<file path="src/rtl/btn_step_pulser.sv">
// Push-button front end: two-flop synchroniser, press/release debounce FSM and
// optional auto-repeat, producing single-cycle step pulses on en.
module btn_step_pulser #(
  parameter int unsigned DEBOUNCE_CYCLES = 500000,
  parameter int unsigned REPEAT_EN       = 1,
  parameter int unsigned REPEAT_DELAY    = 25000000,
  parameter int unsigned REPEAT_PERIOD   = 5000000,
  parameter int unsigned CNT_W           = 26
) (
  input  logic clk,
  input  logic rst,
  input  logic btn_in,
  output logic en,
  output logic btn_stable
);

  typedef enum logic [1:0] {IDLE, PRESS_CHK, HELD, REL_CHK} state_t;
  typedef enum logic {FIRST, PERIODIC} phase_t;

  localparam logic [CNT_W-1:0] DEB_LAST = CNT_W'(DEBOUNCE_CYCLES - 1);
  localparam logic [CNT_W-1:0] DLY_LAST = CNT_W'(REPEAT_DELAY - 1);
  localparam logic [CNT_W-1:0] PER_LAST = CNT_W'(REPEAT_PERIOD - 1);

  state_t           state, state_nx;
  phase_t           rep_phase, phase_nx;
  logic [CNT_W-1:0] deb_cnt, deb_nx;
  logic [CNT_W-1:0] rep_cnt, rep_nx;
  logic             s1, s2;
  logic             sync;
  logic             en_nx;

  assign sync = s2;

  always_comb begin
    state_nx = state;
    deb_nx   = deb_cnt;
    rep_nx   = rep_cnt;
    phase_nx = rep_phase;
    en_nx    = 1'b0;
    case (state)
      IDLE: begin
        if (sync) begin
          state_nx = PRESS_CHK;
          deb_nx   = '0;
        end
      end
      PRESS_CHK: begin
        if (!sync) begin
          state_nx = IDLE;
        end else if (deb_cnt == DEB_LAST) begin
          state_nx = HELD;
          en_nx    = 1'b1;
          rep_nx   = '0;
          phase_nx = FIRST;
        end else begin
          deb_nx = deb_cnt + CNT_W'(1);
        end
      end
      HELD: begin
        if (!sync) begin
          state_nx = REL_CHK;
          deb_nx   = '0;
        end else if (REPEAT_EN != 0) begin
          // The first repeat waits REPEAT_DELAY, later ones REPEAT_PERIOD.
          if (rep_phase == FIRST && rep_cnt == DLY_LAST) begin
            en_nx    = 1'b1;
            rep_nx   = '0;
            phase_nx = PERIODIC;
          end else if (rep_phase == PERIODIC && rep_cnt == PER_LAST) begin
            en_nx  = 1'b1;
            rep_nx = '0;
          end else begin
            rep_nx = rep_cnt + CNT_W'(1);
          end
        end
      end
      REL_CHK: begin
        if (sync) begin
          state_nx = HELD;
          rep_nx   = '0;
          phase_nx = FIRST;
        end else if (deb_cnt == DEB_LAST) begin
          state_nx = IDLE;
        end else begin
          deb_nx = deb_cnt + CNT_W'(1);
        end
      end
      default: state_nx = IDLE;
    endcase
  end

  always_ff @(posedge clk) begin
    if (rst) begin
      state      <= IDLE;
      s1         <= 1'b0;
      s2         <= 1'b0;
      deb_cnt    <= '0;
      rep_cnt    <= '0;
      rep_phase  <= FIRST;
      en         <= 1'b0;
      btn_stable <= 1'b0;
    end else begin
      s1         <= btn_in;
      s2         <= s1;
      state      <= state_nx;
      deb_cnt    <= deb_nx;
      rep_cnt    <= rep_nx;
      rep_phase  <= phase_nx;
      en         <= en_nx;
      btn_stable <= (state_nx == HELD) || (state_nx == REL_CHK);
    end
  end

endmodule
</file>
<file path="config.mk">
export PLATFORM = sky130hd
export DESIGN_NAME = btn_step_pulser
export DESIGN_NICKNAME = d
export VERILOG_FILES = /design/src/rtl/btn_step_pulser.sv
export SDC_FILE = /design/constraint.sdc
export NUM_CORES = 1
export LEC_CHECK = 0
export ABC_AREA = 1
export BUFFER_PORTS_ARGS = -buffer_cell sky130_fd_sc_hd__buf_2
export CAP_MARGIN = 20
export CORE_UTILIZATION = 55
export DETAILED_ROUTE_END_ITERATION = 10
export PLACE_DENSITY = 0.71
export SYNTH_ARGS = -nofsm -noshare
export SYNTH_HDL_FRONTEND = slang
export SYNTH_SLANG_ARGS = --single-unit
</file>
<file path="constraint.sdc">
create_clock -name clk -period 2.6 [get_ports clk]
set_input_delay 0.52 -clock clk [delete_from_list [all_inputs] [get_ports clk]]
set_output_delay 0.52 -clock clk [all_outputs]
set_load 0.05 [all_outputs]
</file>
## Word level (Yosys, flattened, before mapping)

Index checks and enable logic that the tools add are counted.

| storage, ports and cells | value |
|---|---|
| logic and storage cells | 66 |
| register bits after elaboration | 59 |
| input bits | 3 |

| cells by class | value |
|---|---|
| bitwise operators | 1 |
| equal/unequal tests | 16 |
| mux-type cells | 31 |
| reduce and logical (&&, ||, !) cells | 8 |
| $add $sub $neg | 2 |

Operators with widths:

| operator | number |
|---|---|
| 2-to-1 mux 26 bit | 10 |
| case mux 26 bit (4 select lines) | 1 |
| case mux 26 bit (3 select lines) | 1 |
| adder 26 x 1 -> 26 bit (second input constant) | 2 |
| equality test 26 x 19 -> 1 bit (second input constant) | 1 |
| equality test 26 x 23 -> 1 bit (second input constant) | 1 |
| equality test 26 x 25 -> 1 bit (second input constant) | 1 |
| != test 2 bit (second input constant) | 8 |
| 2-to-1 mux 2 bit | 6 |
| 2-to-1 mux 1 bit | 10 |
| equality test 2 bit (second input constant) | 4 |
| case mux 2 bit (4 select lines) | 1 |
| AND reduction 6 bit | 1 |
| AND reduction 5 bit | 1 |
| AND reduction 4 bit | 1 |
| case mux 1 bit (3 select lines) | 1 |
| nonzero test 3 bit | 1 |
| equality test 2 x 1 -> 1 bit (second input constant) | 1 |
| logical AND 1 bit | 2 |
| zero test 2 bit | 1 |
| case mux 1 bit (2 select lines) | 1 |
| logical OR 1 bit | 1 |
| inverter 1 bit | 1 |

## Logic depth before layout (Yosys ltp)

| depth | value |
|---|---|
| depth after elaboration | 6 |
| depth in mapped cells | 13 |

## Worst setup path before layout

Ideal clock, no wire load.

| timing path | value |
|---|---|
| path type | reg2reg |
| from | register state[1] |
| to | register rep_cnt[4] |
| slack | 752 ps |
| library setup time | 114 ps |
| required time | 2486 ps |
| period minus slack after synthesis | 1848 ps |
| stages on the path, launching flop included | 11 |
| data arrival time | 1734 ps |
| cell sequence | dfxtp_1 > inv_1 > ha_1 > nor2_2 > inv_1 > a21oi_2 > a21boi_4 > nand2_2 > nand2_2 > buf_8 > nor2_2 |

| between the ends | value |
|---|---|
| cells in the longest elaborated chain, start to end | 3 |
| elaborated cells between the ends (all ways) | 10 |

Ends and longest elaborated chain:

| item | RTL line | RTL |
|---|---|---|
| start: declaration | 24 | `state_t state, state_nx;` |
| start signal: assignment | 105 | `state <= state_nx;` |
| equality test 2 x 1 -> 1 bit / equality test 2 bit (equally long branches) | 40 | `case (state)` |
| != test 2 bit (no line) / nonzero test 3 bit (equally long branches) | -- |  |
| AND reduction 5 bit (no line) | -- |  |
| end signal: assignment | 107 | `rep_cnt <= rep_nx;` |
| end: declaration | 27 | `logic [CNT_W-1:0] rep_cnt, rep_nx;` |

Parallel ways exist; a longest one is shown, timed or not.
A chain may end at the register's enable or synchronous reset.

## Final worst setup path

| timing path | value |
|---|---|
| from | register state[1] |
| to | register rep_cnt[6] |

Same word-level chain as after synthesis.

==> metrics.yaml <==
path_cells: "inv_1 > ha_1 > nor2_2 > inv_1 > a21oi_2 > a21boi_4 > nand2_2 > nand2_2 > nor2_2"
final_layout_size_suffix_gt1_frac: 0.105
setup_viol: 0
synth-seq-cells: 59
async_reset_ff_frac: 0
io_pins: 5
finalCritPeriodShare: 0.907
numPortBuffers: 4
cp_max_fo: 12
synth_cell_types: 37
placed_area_um2: 4170
grt_pass1_wl_mm: 18.2
place_inst: 777
outcome: "finished, final reports clean"
cts_max_path_buffers: 2
path_buf_inv: 2
fp.dieW_um: 88.3
finalMaxSlewViolations: 0
irDropWorstVdd_mv: 0.389
drc: 0
slowest_delay_ps: 380
rsz0062_at_grt: "no"
ys.flop_type: "dfxtp_1"
p_per_area_nw_per_um2: 591
min_path_cells: 3
cts_resized: 0
clkTransAtPathRegs_ps: 70
via_per_inst: 5.40
synth_area_um2: 4090
cts_hold_buf: 0
worst_pin_slew_ps: 491
finalSetupTns_ps: 0
drt_iter0_markers: 345
dp_hpwl_mm: 8.28
fmax_mhz: 424
finalHoldViolCount: 0
relSlewSlack: 0.672
drt_wl_total_mm: 11.0
root_buffer: "clkbuf_8"
cellLeakagePower_uw: 0.00166
hold_path_class: "input port to flop"
grt_pass1_vias: 3709
maxCapViolCount: 0
reg2reg_depth: 9
diodes: 0
endpoint_kind: "flop"
worstSkewPairLatency_ps: 340
cts_setup_buffers: 0
die_height_um: 88.3
cp.required_ps: 2820
dr_total_vias: 4282
design.core.area_um2: 7210
cts_buffers: 9
postSynthCellCount: 683
grt_usage: 0.305
avgSynthCellArea_um2: 5.99
antenna_found_initial: 0
layoutNonFillerInstCount: 793
cts.sinks: 59
grt_start_max_net_pins: 27
critPathLaunchType: "flop"
timing.final.crit_period_ps: 2360
yosys_warnings: 0
yosysSeqAreaShare: 0.289
synth_edf_count: 0
place.gp.congestion: 1.00
num_rows: 31
htree_levels: 3
slowest_stage: "dfxtp_1"
crit_type: "flop to flop"
area_growth_syn_to_layout_pct: 7.77
fin_skew_ps: 8.10
ant_nets: 0
syn_nets: 692
path_delay_family: "simple AND/OR/NAND/NOR gates"
cp.depth: 9
final_area_um2: 4410
firstDrtPassIters: 5
dieArea_um2: 7790
cts_tree: "done"
initial_core_util: 0.567
cp.arrival_ps: 2580
wl_per_cell_um: 13.8
nets: 698
overflow: 0
[tightest hold or removal path, cell delays in order]
cell and delay, ps:
buf_2 90, inv_1 40, nor2_1 30
[cell type report]
class | instances | area (um^2)
Multi-Input combinational cell | 533 | 2510
Clock buffer | 10 | 128
Timing Repair Buffer | 12 | 80.1
Fill cell | 747 | 2800
Clock inverter | 6 | 114
Tap cell | 99 | 124
Sequential cell | 59 | 1180
Inverter | 74 | 278
[synthesized netlist by cell type, types with 6 or more instances]
| library cell | number | area, um^2 |
|---|---|---|
| a21oi_1 | 26 | 130 |
| buf_2 | 6 | 30.0 |
| buf_6 | 6 | 67.6 |
| dfxtp_1 | 59 | 1180 |
| ha_1 | 6 | 75.1 |
| inv_1 | 66 | 248 |
| inv_2 | 7 | 26.3 |
| nand2_1 | 206 | 773 |
| nand2_2 | 9 | 56.3 |
| nand3_1 | 55 | 275 |
| nand4_1 | 20 | 125 |
| nor2_1 | 137 | 514 |
| nor2_2 | 13 | 81.3 |
| nor3_1 | 12 | 60.1 |
| o21ai_0 | 15 | 75.1 |
[registers in the layout (all words and copies together), names as in the netlist]
| register | flops |
|---|---|
| btn_stable | 1 |
| deb_cnt | 26 |
| en | 1 |
| rep_cnt | 26 |
| rep_phase | 1 |
| s1 | 1 |
| s2 | 1 |
| state | 2 |
[cells by family (layout without fill, tap and decap cells)]
group,Yosys count,in the layout,synth area share
AOI/OAI and AO/OA,55,55,0.0810
xor gates and xnor gates,5,5,0.0107
adders and majority gates,6,6,0.0183
buffers and inverters,91,102,0.0991
DFF,59,59,0.289
and+or+nand+nor,467,467,0.502
[layer usage]
| layer | wire length (um) | track usage | vias to the layer above | share of wire |
|---|---|---|---|---|
| met1 | 5470 | 0.459 | 1907 | 0.50 |
| met4 | 112 | 0.0543 | 0 | 0.010 |
| met3 | 1080 | 0.104 | 14 | 0.098 |
| met5 | 0 | 0 | - | 0 |
| li1 | - | - | 2178 | - |
| met2 | 4320 | 0.420 | 183 | 0.39 |
[placed cells by master, fill, tap and decap left out, drive strengths merged]
| master | n |
|---|---|
| a21boi | 1 |
| or2 | 1 |
| a221oi | 1 |
| clkinv | 2 |
| nor3 | 14 |
| o31ai | 1 |
| nand4 | 21 |
| ha | 6 |
| bufinv | 3 |
| nor3b | 2 |
| nand3 | 56 |
| nand2 | 216 |
| xor2 | 5 |
| buf | 12 |
| dfxtp | 59 |
| clkbuf | 10 |
| nor4 | 3 |
| o21ai | 20 |
| nor2 | 154 |
| o21bai | 3 |
| inv | 73 |
| clkinvlp | 2 |
| a21oi | 29 |
[path summary, 6_finish.rpt]
path	start	to	slack [ps]
max	state[1]	rep_cnt[6]	240
min	btn_in	s1	380
max reg2reg	state[1]	rep_cnt[6]	240
min reg2reg	s1	s2	420
[metrics by stage]
stage,total power [uW],hold slack [ps],util,setup WS [ps]
after floorplan,1520,388,-,752
after global placement,1570,398,0.578,358
after detailed placement,1580,418,0.578,245
after CTS,2620,369,0.611,232
after global routing,2720,363,0.611,22.1
final,2610,381,0.611,242
[report_power, final]
part           switching (uW)  total (uW)  internal, uW
registers                23.8         954           930
clock network             401        1040           639
logic                     458         613           155
total                     883        2610          1720
Power figures use the tool's default switching activity.
